`src/rtl/nv_pwr_iso_seq_if.sv`:
```
// nv_pwr_iso_seq_if: request/ack inputs and isolation/switch/reset outputs of the power sequencer
interface nv_pwr_iso_seq_if;
  logic       pwr_down_req;
  logic       pwr_sw_ack;
  logic       err_clr;
  logic       iso_en_n;
  logic       pwr_sw_en;
  logic       domain_rstn;
  logic [1:0] pwr_state;
  logic       pwr_busy;
  logic       pwr_timeout_err;
  modport master (
    output pwr_down_req, pwr_sw_ack, err_clr,
    input  iso_en_n, pwr_sw_en, domain_rstn, pwr_state, pwr_busy, pwr_timeout_err
  );
  modport slave (
    input  pwr_down_req, pwr_sw_ack, err_clr,
    output iso_en_n, pwr_sw_en, domain_rstn, pwr_state, pwr_busy, pwr_timeout_err
  );
endinterface

```
`src/rtl/nv_pwr_iso_seq.sv`:
```
// nv_pwr_iso_seq: orders isolation, domain reset and power-switch enable for one switchable domain
module nv_pwr_iso_seq #(
  parameter int ISO_SETUP_CYC = 4,
  parameter int ACK_TIMEOUT   = 255,
  parameter int CNT_W         = 8
) (
  input logic            nvdla_core_clk,
  input logic            nvdla_core_rstn,
  nv_pwr_iso_seq_if.slave pwr
);
  typedef enum logic [2:0] {PU_ACK, PU_RST, PU_ISO, ON, PD_ISO, PD_RST, PD_ACK, OFF} state_t;
  localparam logic [CNT_W-1:0] ISO_LAST = CNT_W'(ISO_SETUP_CYC - 1);
  localparam logic [CNT_W-1:0] ACK_LIM  = CNT_W'(ACK_TIMEOUT);
  state_t           state, state_nx;
  logic [CNT_W-1:0] timer, timer_nx;
  logic             ack_m, ack_s;
  logic             wait_st, iso_nx, rstn_nx, sw_nx, err_nx;
  logic [1:0]       st_nx;
  always_comb begin
    state_nx = state;
    case (state)
      PU_ACK: if (ack_s) state_nx = PU_RST;
      PU_RST: if (timer == ISO_LAST) state_nx = PU_ISO;
      PU_ISO: if (timer == ISO_LAST) state_nx = ON;
      ON:     if (pwr.pwr_down_req) state_nx = PD_ISO;
      PD_ISO: if (timer == ISO_LAST) state_nx = PD_RST;
      PD_RST: if (timer == ISO_LAST) state_nx = PD_ACK;
      PD_ACK: if (!ack_s) state_nx = OFF;
      OFF:    if (!pwr.pwr_down_req) state_nx = PU_ACK;
    endcase
  end
  assign wait_st  = state inside {PU_ACK, PD_ACK};
  // ack wait saturates at the limit so the timeout condition stays asserted while waiting
  assign timer_nx = (state_nx != state || state inside {ON, OFF}) ? '0 :
                    (wait_st && timer == ACK_LIM) ? timer : timer + 1'b1;
  assign err_nx   = (wait_st && state_nx == state && timer_nx == ACK_LIM) ||
                    (pwr.pwr_timeout_err && !pwr.err_clr);
  // outputs are decoded from the next state and registered, so they track state exactly
  assign iso_nx   = state_nx == ON;
  assign rstn_nx  = state_nx inside {PU_ISO, ON, PD_ISO};
  assign sw_nx    = !(state_nx inside {PD_ACK, OFF});
  assign st_nx    = state_nx == OFF ? 2'b00 :
                    state_nx == ON ? 2'b10 :
                    state_nx inside {PU_ACK, PU_RST, PU_ISO} ? 2'b01 : 2'b11;
  always_ff @(posedge nvdla_core_clk or negedge nvdla_core_rstn) begin
    if (!nvdla_core_rstn) begin
      state               <= PU_ACK;
      timer               <= '0;
      ack_m               <= 1'b0;
      ack_s               <= 1'b0;
      pwr.iso_en_n        <= 1'b0;
      pwr.domain_rstn     <= 1'b0;
      pwr.pwr_sw_en       <= 1'b1;
      pwr.pwr_state       <= 2'b01;
      pwr.pwr_busy        <= 1'b1;
      pwr.pwr_timeout_err <= 1'b0;
    end else begin
      state               <= state_nx;
      timer               <= timer_nx;
      ack_m               <= pwr.pwr_sw_ack;
      ack_s               <= ack_m;
      pwr.iso_en_n        <= iso_nx;
      pwr.domain_rstn     <= rstn_nx;
      pwr.pwr_sw_en       <= sw_nx;
      pwr.pwr_state       <= st_nx;
      pwr.pwr_busy        <= st_nx[0];
      pwr.pwr_timeout_err <= err_nx;
    end
  end
endmodule
```
`src/flat_wrapper.sv`:
```
// flat-port wrapper written by rule: the top's interface ports become plain ports
module nv_pwr_iso_seq_flat 
#(
  parameter int ISO_SETUP_CYC = 4,
  parameter int ACK_TIMEOUT   = 255,
  parameter int CNT_W         = 8
)
  (nvdla_core_clk, nvdla_core_rstn, pwr_pwr_down_req, pwr_pwr_sw_ack, pwr_err_clr, pwr_iso_en_n, pwr_pwr_sw_en, pwr_domain_rstn, pwr_pwr_state, pwr_pwr_busy, pwr_pwr_timeout_err);
  nv_pwr_iso_seq_if pwr_i ();
  input logic nvdla_core_clk;
  input logic nvdla_core_rstn;
  input wire logic [$bits(pwr_i.pwr_down_req)-1:0] pwr_pwr_down_req;
  input wire logic [$bits(pwr_i.pwr_sw_ack)-1:0] pwr_pwr_sw_ack;
  input wire logic [$bits(pwr_i.err_clr)-1:0] pwr_err_clr;
  output wire logic [$bits(pwr_i.iso_en_n)-1:0] pwr_iso_en_n;
  output wire logic [$bits(pwr_i.pwr_sw_en)-1:0] pwr_pwr_sw_en;
  output wire logic [$bits(pwr_i.domain_rstn)-1:0] pwr_domain_rstn;
  output wire logic [$bits(pwr_i.pwr_state)-1:0] pwr_pwr_state;
  output wire logic [$bits(pwr_i.pwr_busy)-1:0] pwr_pwr_busy;
  output wire logic [$bits(pwr_i.pwr_timeout_err)-1:0] pwr_pwr_timeout_err;
  assign pwr_i.pwr_down_req = pwr_pwr_down_req;
  assign pwr_i.pwr_sw_ack = pwr_pwr_sw_ack;
  assign pwr_i.err_clr = pwr_err_clr;
  assign pwr_iso_en_n = pwr_i.iso_en_n;
  assign pwr_pwr_sw_en = pwr_i.pwr_sw_en;
  assign pwr_domain_rstn = pwr_i.domain_rstn;
  assign pwr_pwr_state = pwr_i.pwr_state;
  assign pwr_pwr_busy = pwr_i.pwr_busy;
  assign pwr_pwr_timeout_err = pwr_i.pwr_timeout_err;
  nv_pwr_iso_seq #(.ISO_SETUP_CYC(ISO_SETUP_CYC), .ACK_TIMEOUT(ACK_TIMEOUT), .CNT_W(CNT_W)) u_core (.nvdla_core_clk(nvdla_core_clk), .nvdla_core_rstn(nvdla_core_rstn), .pwr(pwr_i));
endmodule
```
`config.mk`:
```
export PLATFORM = sky130hd
export DESIGN_NAME = nv_pwr_iso_seq_flat
export DESIGN_NICKNAME = d
export VERILOG_FILES = /design/src/rtl/nv_pwr_iso_seq_if.sv /design/src/rtl/nv_pwr_iso_seq.sv /design/src/flat_wrapper.sv
export SDC_FILE = /design/constraint.sdc
export NUM_CORES = 1
export LEC_CHECK = 0
export ABC_AREA = 1
export BUFFER_PORTS_ARGS = -buffer_cell sky130_fd_sc_hd__buf_2
export CORE_ASPECT_RATIO = 0.8
export CORE_MARGIN = 3
export CORE_UTILIZATION = 45
export CTS_CLUSTER_SIZE = 14
export DETAILED_ROUTE_END_ITERATION = 7
export PLACE_DENSITY_LB_ADDON = 0.2
export SYNTH_ARGS = -nofsm -noshare
export SYNTH_HDL_FRONTEND = slang
export SYNTH_SLANG_ARGS = --single-unit
```
`constraint.sdc`:
```
create_clock -name nvdla_core_clk -period 1.91 [get_ports nvdla_core_clk]
set_clock_uncertainty 0.05 [all_clocks]
set_input_delay 0.382 -clock nvdla_core_clk [delete_from_list [all_inputs] [get_ports nvdla_core_clk]]
set_output_delay 0.382 -clock nvdla_core_clk [all_outputs]
set_load 0.02 [all_outputs]
```
==> results of run 1 <==
==> final timing paths <==
path	startpoint	end	cells past startpoint
setup / recovery	u_core.timer[0]	u_core.pwr.pwr_timeout_err	11
hold / removal	pwr_pwr_sw_ack	u_core.ack_m	1
setup reg to reg	u_core.timer[0]	u_core.pwr.pwr_timeout_err	11
hold reg to reg	u_core.ack_m	u_core.ack_s	0
max in group asynchronous	nvdla_core_rstn	u_core.pwr.pwr_sw_en	2
min in group asynchronous	nvdla_core_rstn	u_core.state[0]	2
==> worst max-delay path, delay by kind of cell, from the launching register on <==
family / cells / cell delay [ns]
flip-flops: 1 / 0.40
AND/OR/NAND/NOR: 9 / 0.83
AO/OA/AOI/OAI: 1 / 0.14
adder cells (fa/ha/maj): 1 / 0.25
==> repair_timing <==
action,CTS,global route
endpoints found under the hold margin,17,0
setup endpoints to repair,0,1
resized for setup,0,2
hold buffers,1,0
==> final cells by class <==
type                    instances  area [µm²]  area share, %
multi-input cells              95         520           42.8
flip-flops and latches         19         478           39.3
inverters                      25        93.8           7.72
repair buffers                 12        65.1           5.35
well taps                      25        31.3           2.57
clock buffers                   3        22.5           1.85
clock inverters                 1        5.00          0.412
==> cell usage after synthesis (all sizes together) <==
cell type,count,area (µm²)
xor2,4,35.0
nand4,5,31.3
a31oi,1,6.26
ha,1,12.5
a211oi,1,7.51
nor4,1,6.26
dfrtp,17,425
dfstp,2,52.6
nor3,2,10.0
nor2,14,70.1
o21ai,6,30.0
a21oi,6,30.0
xnor2,2,17.5
nand2,35,156
nand3b,1,7.51
inv,25,93.8
buf,2,15.0
o21a,1,7.51
nand3,15,85.1
==> layer usage <==
metal  up-vias  GRT usage (%)
li1        477              -
met1       426           21.5
met2        27           23.2
met3         5           4.63
met4         0           5.42
met5         -              0
==> kinds of logic after synthesis <==
group / Yosys count
buffers and inverters: 27
XOR/XNOR: 6
adder cells (fa/ha/maj): 1
AND/OR/NAND/NOR: 73
AO/OA/AOI/OAI: 15
flip-flops: 19
==> report_power, final <==
group	internal (mW)	leakage [nW]	switching [mW]
Clock	0.0780	0.0177	0.115
Combinational	0.266	0.376	0.546
Sequential	0.520	0.242	0.109
Total	0.864	0.636	0.770
==> registers in the layout, summed over array words and instances, names as in the netlist <==
name / count
u_core.ack_m: 1
u_core.pwr.pwr_timeout_err: 1
u_core.pwr.pwr_sw_en: 1
u_core.ack_s: 1
u_core.timer: 8
u_core.pwr.iso_en_n: 1
u_core.pwr.domain_rstn: 1
u_core.pwr.pwr_state: 2
u_core.state: 3
==> metrics.cfg, run 1 <==
[yosys]
synth_compound_area_share_pct=7.39
ys_warn_count=0
synth_top_family_by_area=simple AND/OR/NAND/NOR gates
ys_seq_area_share_pct=43.5
postSynthAreaPerCell_um2=7.80
synthCells=141
synth_fa_ha_area_share_pct=1.14
yosysUniqueCellTypes=25
synth_xor_area_share_pct=4.78
synth_area_um2=1100
synth.area.mux_share_pct=0
ys_ff_latch=19
syn-num-nets=147
yosys.area_share.simple_pct=33.3

[clock_tree]
cts_made_buffers=3
clk_path_buf_depth=2
postCtsSetupRepairBufs=0
cts_tree=yes
ctsRootBufferMaster=clkbuf_4
clock_sinks=19
clock_latency_ns=0.29
htreeDepth=1
clk_pin_slew_ns=0.10

[cells_and_area]
instances_no_fill=180
fin_util_pct=54.5
fin_area_um2=1220
nFillCells=197
synthToLayoutAreaGrowth_pct=10.6
antenna_cells=0
layout_commonest_cell=nand2_1
fin_nets=162
layout-drive-gt1-share_pct=20.0
final_cell_mix=31 x nand2_1, 22 x inv_1, 17 x dfrtp_1

[die]
die_h_um=50.2
die_x_um=61.3
rows=15
pin_count=12
coreArea_um2=2230
initial_core_util_pct=49.2
die-area_um2=3080

[placement]
placed_area_um2=1170
place.gp.congestion=0.923
io_buffers=11
dp_hpwl_um=1650
place_ws_ns=0.169
dp.cells=175

[global_route]
antenna_found_initial=0
grt_pass1_vias=862
globalRouteOverflowTotal=0
grtUsageTotal_pct=15.7
grt_pass1_wl_um=3560
grt_max_degree=20

[power_and_ir_drop]
p_leak_nw=0.636
ir_drop_mv=0.475
total_power_mw=1.63
powerDensity_nw_per_um2=1340

[route]
drt_iter0_markers=39
wl_met2_um=845
avgViaCountPerCell=5.19
ant_nets=0
wl_um=2050
wl_met1_um=1050
num_vias=935
met3_wirelength_um=120
wl_per_cell_um=11.4
firstDrtPassIters=4
topRoutingLayerUsed=met4
route.detailed.drc=0

[timing]
max_freq_mhz=583
min_period_over_period_pct=89.8
maxSlewViolCount=0
rsz0062_at_grt=no
setup-tns-final_ns=0
hold_viol_final=0
hold_ws_ns=0.132
fin_ws_ns=0.195
worstMarginPinSlew_ns=0.407
slew_headroom_pct=72.8
fin_crit_ns=1.72
setup_viol_count_final=0

[setup_path]
path_common_cell=nand2_1
cp_cell_sequence=ha_2 > nand2_1 > nor2_1 > nand2_1 > a21oi_1 > nand3_1 > nand3_2 > nand3_1 > nor2_1 > nand2_1 > nand2_1
cp_data_arrival_time_ns=1.91
critPathCaptureType=register
r2r_slack_ns=0.19
critPathMaxStageDelay_ns=0.40
cp_max_fo=5
crit_slowest_cell=dfrtp_1
required_ns=2.10
worstSetupStartpointType=register
crit_type=reg -> reg

[min_path]
min_path_type=in -> reg

[run_status]
outcome=complete, no violations

[flow_run]
cap_violations=0

Power figures use the tool's default switching activity.
==> run 2: changes to the inputs <==
--- a/config.mk
+++ b/config.mk
@@ -5,11 +5,12 @@
 export SDC_FILE = /design/constraint.sdc
 export NUM_CORES = 1
 export LEC_CHECK = 0
-export ABC_AREA = 1
 export BUFFER_PORTS_ARGS = -buffer_cell sky130_fd_sc_hd__buf_2
+export CELL_PAD_IN_SITES_DETAIL_PLACEMENT = 1
+export CELL_PAD_IN_SITES_GLOBAL_PLACEMENT = 1
 export CORE_ASPECT_RATIO = 0.8
 export CORE_MARGIN = 3
-export CORE_UTILIZATION = 45
+export CORE_UTILIZATION = 43
 export CTS_CLUSTER_SIZE = 14
 export DETAILED_ROUTE_END_ITERATION = 7
 export PLACE_DENSITY_LB_ADDON = 0.2
==> run 2 against run 1 <==
  * Critical path depth fell by 6
  * Largest cell class unchanged
  * Non-clock buffer count rose by 23
  * Critical path type unchanged
  * Global-route usage rose by 5.5 points
  * Final cell count rose by 0.56%
  * Flip-flop and latch count did not move
==> metrics.cfg, run 2 <==
[power_and_ir_drop]
comb_power_share_pct=55.0
switchingPower_uw=798
p_leak_nw=0.617
clkPwrFrac_pct=11.6
swShare_pct=43.7
powerDensity_nw_per_um2=1310
ir_drop_mv=0.695
intPower_mw=1.03
sequentialPowerShare_pct=33.4

[global_route]
grtUsageTotal_pct=21.2
grt_pass1_wl_um=4840
globalRouteOverflowTotal=0
antenna_found_initial=0
grt_pass1_vias=1043
grt_max_degree=20

[flow_run]
cap_violations=0

[placement]
place_ws_ns=0.0114
dp_hpwl_um=2070
io_buffers=11
place.gp.congestion=0.806
dp.cells=170

[route]
avgViaCountPerCell=5.51
ant_nets=0
drt_iter0_markers=26
wl_um=3120
firstDrtPassIters=4
route.detailed.drc=0
num_vias=998
wl_per_cell_um=17.2

[die]
die_x_um=61.9
die-area_um2=3140
die_h_um=50.7
pin_count=12
initial_core_util_pct=47.3
coreArea_um2=2270
rows=15

[clock_tree]
ctsRootBufferMaster=clkbuf_4
clock_sinks=19
clk_path_buf_depth=2
htreeDepth=1
cts_tree=yes
clock_latency_ns=0.31
cts_made_buffers=3
clk_pin_slew_ns=0.11

[timing]
fin_ws_ns=0.0179
max_freq_mhz=529
hold_viol_final=0
min_period_over_period_pct=99.1
maxSlewViolCount=0
rsz0062_at_grt=yes
setup_viol_count_final=0
slew_headroom_pct=72.7
fin_crit_ns=1.89
worstMarginPinSlew_ns=0.410

[cells_and_area]
regArea_um2=478
layout_commonest_cell=buf_4
synthToLayoutAreaGrowth_pct=29.1
multi_input_area_um2=576
layout-drive-gt1-share_pct=36.7
instances_no_fill=181
final_cell_mix=23 x buf_4, 17 x dfrtp_1, 12 x nand2_1
antenna_cells=0
largest-register=u_core.timer
nFillCells=269
fin_nets=154
largest_reg_flops=8
largestRegisters=u_core.timer: 8 flops, u_core.state: 3 flops, u_core.pwr.pwr_state: 2 flops

[setup_path]
cp_data_arrival_time_ns=2.07
worstSetupStartpointType=register
required_ns=2.09
cp_max_fo=3
critPathCaptureType=register
crit_type=reg -> reg

[yosys]
synth_top_area_share_pct=39.6
syn-num-nets=123
netlist_top_cells_count=17 x dfrtp_1, 12 x nand2_1, 10 x nor2_1
synthTopCellsByArea=dfrtp_1 40%, dfstp_2 4.9%, nand2_1 4.2%
ys_warn_count=0
yosysUniqueCellTypes=39
postSynthAreaPerCell_um2=9.19
synth_area_um2=1070
synthMostInstantiatedCell=dfrtp_1
synth_edf_count=0
ys_ff_latch=19
ys_seq_area_share_pct=44.5
synthCells=117
synthFlopType=dfrtp_1
async_flop_share_pct=100
synth_top_cell_by_area=dfrtp_1

[run_status]
outcome=complete, no violations

[min_path]
min_path_type=in -> reg

run 2: cell count changes after synthesis, sizes merged, moves of 4 or more:
cell and delta:
nand3 -11, clkbuf +5, nor2 -4, nand2 -23, a31oi +5, nand4 -4, inv -18
run 2: power groups by stage:
stage | combinational, mW | sequential [mW] | clock [mW]
CTS | 0.923 | 0.592 | 0.216
floorplan | 0.533 | 0.639 | 0
global placement | 0.878 | 0.593 | 0
finish | 1.00 | 0.609 | 0.211
global route | 1.10 | 0.622 | 0.240
detailed placement | 0.913 | 0.601 | 0
run 2: area by class of cell:
cell class	count	area share [%]
multi-input combinational	82	41.5
clock inverter	1	0.361
clock buffer	3	1.62
timing repair buffer	35	17.1
inverter	7	1.89
sequential	19	34.4
tap	34	3.07
run 2: cell families (layout without fill, tap and decap cells):
logic type               count (synthesis)  after routing  synth area share (%)
AND/OR/NAND/NOR                         43             43                  22.0
multiplexers                             1              1                 0.931
flip-flops                              19             19                  44.5
adder cells (fa/ha/maj)                  1              1                  1.16
buffers and inverters                   16             46                  6.87
XOR/XNOR                                 5              5                  4.08
AO/OA/AOI/OAI                           32             32                  20.5
run 2: path summary, 6_finish.rpt:
kind	from	slack, ns	cells after the start	to
max	u_core.timer[6]	0.02	5	u_core.state[0]
min	pwr_pwr_sw_ack	0.12	1	u_core.ack_m
max reg2reg	u_core.timer[6]	0.02	5	u_core.state[0]
min reg2reg	u_core.ack_m	0.34	0	u_core.ack_s
max in group asynchronous	nvdla_core_rstn	1.02	2	u_core.pwr.pwr_state[0]
min in group asynchronous	nvdla_core_rstn	0.47	2	u_core.pwr.domain_rstn
run 2: stage by stage:
stage	setup TNS (ns)	utilization (%)	cell area (µm²)	hold WS [ns]	power (mW)
2_1_floorplan	0	-	1080	0.0364	1.17
3_3_place_gp	0	55.3	1250	0.282	1.47
3_5_place_dp	0	55.3	1250	0.289	1.51
4_1_cts	0	57.6	1310	0.122	1.73
5_1_grt	-0.207	61.1	1390	0.107	1.96
6_report	0	61.1	1390	0.121	1.82
run 2: what timing repair did:
| item | CTS | global route |
|---|---|---|
| setup buffers | 2 | 4 |
| resized for setup | 0 | 11 |
| hold buffers | 1 | 0 |
| endpoints found under the hold margin | 17 | 0 |
| setup endpoints to repair | 1 | 10 |
| pin swaps | 0 | 8 |
run 2: routing by layer:
metal,vias up,share of wire [%],global-route usage [%],wire (µm)
li1,477,-,-,-
met1,496,45,28.0,1410
met2,18,50,34.1,1540
met3,7,3.7,4.88,114
met4,0,1.4,6.01,45
met5,-,0,0,0
run 2: worst max-delay path, stage by stage (launching register included):
cell and delay (ns):
dfrtp_1 0.40, or4_4 0.58, or3_4 0.37, o21ai_2 0.15, nor2_1 0.07, o31ai_2 0.20
==> run 3: changes to the inputs <==
--- a/config.mk
+++ b/config.mk
@@ -13,6 +13,7 @@
 export CORE_UTILIZATION = 43
 export CTS_CLUSTER_SIZE = 14
 export DETAILED_ROUTE_END_ITERATION = 7
+export GPL_TIMING_DRIVEN = 0
 export PLACE_DENSITY_LB_ADDON = 0.2
 export SYNTH_ARGS = -nofsm -noshare
 export SYNTH_HDL_FRONTEND = slang
==> run 3 against run 2 <==
  * Critical path depth grew 1
  * Maximum frequency decreased by 4.9%
  * Cell area is 0.72% lower
  * Sequential share of layout area is 0.98 points higher
  * Register-to-register slack worse by 0.097 ns
  * Worst setup slack worse by 0.097 ns
  * Global-route usage grew 0.67 points
  * The run now ends with negative setup slack left
  * Clock power is essentially flat
  * Combinational power is 5% higher
  * Flip-flop and latch count is the same
  * Count of clock-buffer cells in the layout unchanged
  * Final cell count shrank 1.1%
==> metrics.cfg, run 3 (synthesis results as in run 2) <==
[setup_path]
cp_cell_sequence=ha_4 > and4_4 > nand4_1 > a211oi_2 > nand2_1 > o32ai_1
crit_type=reg -> reg
cp_max_fo=7
crit_buf_inv=0
cp.depth=6
cp_top_family=simple AND/OR/NAND/NOR gates
crit_slowest_cell=dfrtp_2
cp_data_arrival_time_ns=2.16
critPathCaptureType=register
reg2reg_depth=6
worstSetupStartpointType=register
required_ns=2.08
critPathMaxStageDelay_ns=0.41

[cells_and_area]
largestRegisters=u_core.timer: 8 flops, u_core.state: 3 flops, u_core.pwr.pwr_state: 2 flops
fin_util_pct=60.7
synthToLayoutAreaGrowth_pct=28.2
final_cell_mix=15 x buf_4, 12 x buf_2, 12 x nand2_1
layout-drive-gt1-share_pct=38.6
layout_commonest_cell=buf_4
antenna_cells=0
largest_reg_flops=8
fin_nets=152
largest-register=u_core.timer

[power_and_ir_drop]
p_leak_nw=0.584
powerDensity_nw_per_um2=1380
total_power_mw=1.90
ir_drop_mv=0.814

[clock_tree]
ctsRootBufferMaster=clkbuf_4
clock_latency_ns=0.31
cts_tree=yes
cts_made_buffers=3
clock_sinks=19
htreeDepth=1
clk_pin_slew_ns=0.12
clk_path_buf_depth=2

[placement]
place.gp.congestion=0.820
dp_hpwl_um=1810
io_buffers=11

[timing]
setup_viol_count_final=1
rsz0062_at_grt=yes
min_period_over_period_pct=104
maxSlewViolCount=0
worstMarginPinSlew_ns=0.441
fin_ws_ns=-0.0795
max_freq_mhz=503
fin_crit_ns=1.99
hold_viol_final=0
slew_headroom_pct=70.6

[route]
avgViaCountPerCell=5.74
num_vias=1027
firstDrtPassIters=4
route.detailed.drc=0
drt_iter0_markers=22
wl_um=3260
ant_nets=0
wl_per_cell_um=18.2

[die]
coreArea_um2=2270
rows=15
die-area_um2=3140
initial_core_util_pct=47.3
die_h_um=50.7
pin_count=12
die_x_um=61.9

[min_path]
min_path_type=in -> reg
holdPathStages=1

[global_route]
antenna_found_initial=0
grt_pass1_vias=1041
grtUsageTotal_pct=21.9
globalRouteOverflowTotal=0
grt_max_degree=20
grt_pass1_wl_um=4990

[run_status]
failed_checks=negative setup slack
outcome=complete, but fails checks

[flow_run]
cap_violations=0

==> run 3: cell types whose count changed in the layout (fill, tap and decap cells not counted), sizes merged <==
cell,change
buf,-5
clkbuf,+3
==> run 3: metrics by stage <==
step / hold WS [ns] / area [µm²] / instances / setup TNS, ns / setup slack [ns]
after floorplan: 0.0364 / 1080 / 117 / 0 / 0.0118
after detailed placement: 0.290 / 1170 / 162 / -1.22 / -0.358
after CTS: 0.116 / 1310 / 175 / 0 / 0.00466
after global routing: 0.0993 / 1380 / 179 / -0.527 / -0.118
after global placement: 0.282 / 1170 / 162 / -0.782 / -0.272
final: 0.119 / 1380 / 179 / -0.0795 / -0.0795
==> run 3: power by group <==
| part | internal (mW) | switching (mW) | total (mW) |
|---|---|---|---|
| clock network | 0.0781 | 0.131 | 0.209 |
| logic | 0.451 | 0.598 | 1.05 |
| registers | 0.532 | 0.109 | 0.641 |
| total | 1.06 | 0.839 | 1.90 |
==> run 3: worst paths after layout <==
check	start	end	slack [ns]
setup reg to reg	u_core.timer[1]	u_core.pwr.pwr_timeout_err	-0.08
min in group asynchronous	nvdla_core_rstn	u_core.pwr.domain_rstn	0.48
hold / removal	pwr_pwr_sw_ack	u_core.ack_m	0.12
max in group asynchronous	nvdla_core_rstn	u_core.pwr.pwr_state[0]	0.99
hold reg to reg	u_core.ack_m	u_core.ack_s	0.31
setup / recovery	u_core.timer[1]	u_core.pwr.pwr_timeout_err	-0.08
==> run 3: cell type report <==
class / instances / area (µm²)
Buffer: 5 / 27.5
Clock buffer: 3 / 22.5
Clock inverter: 1 / 5.00
Fill cell: 262 / 893
Inverter: 7 / 26.3
Multi-Input combinational cell: 82 / 573
Sequential cell: 19 / 488
Tap cell: 34 / 42.5
Timing Repair Buffer: 28 / 193
==> run 3: worst reg2reg max path: cells and delay by family (launching register included) <==
family	cells	cell delay (ns)
AOI/OAI and AO/OA	2	0.62
adders and majority gates	1	0.19
DFF	1	0.41
and+or+nand+nor	3	0.63
==> run 3: per-layer routing <==
metal	vias to the layer above	GRT usage, %	share of wire, %
met5	-	0	0
li1	474	-	-
met4	0	9.54	2.4
met1	506	28.1	48
met3	8	5.66	5.4
met2	39	34.0	45
==> run 3: what timing repair did <==
action                                  CTS  global route
endpoints found under the setup margin   10            12
gates resized for setup                   9            12
setup buffers                            12             4
hold buffers                              1             0
hold endpoints to repair                 17             0
cloned                                    0             0
pin swaps                                 7             4
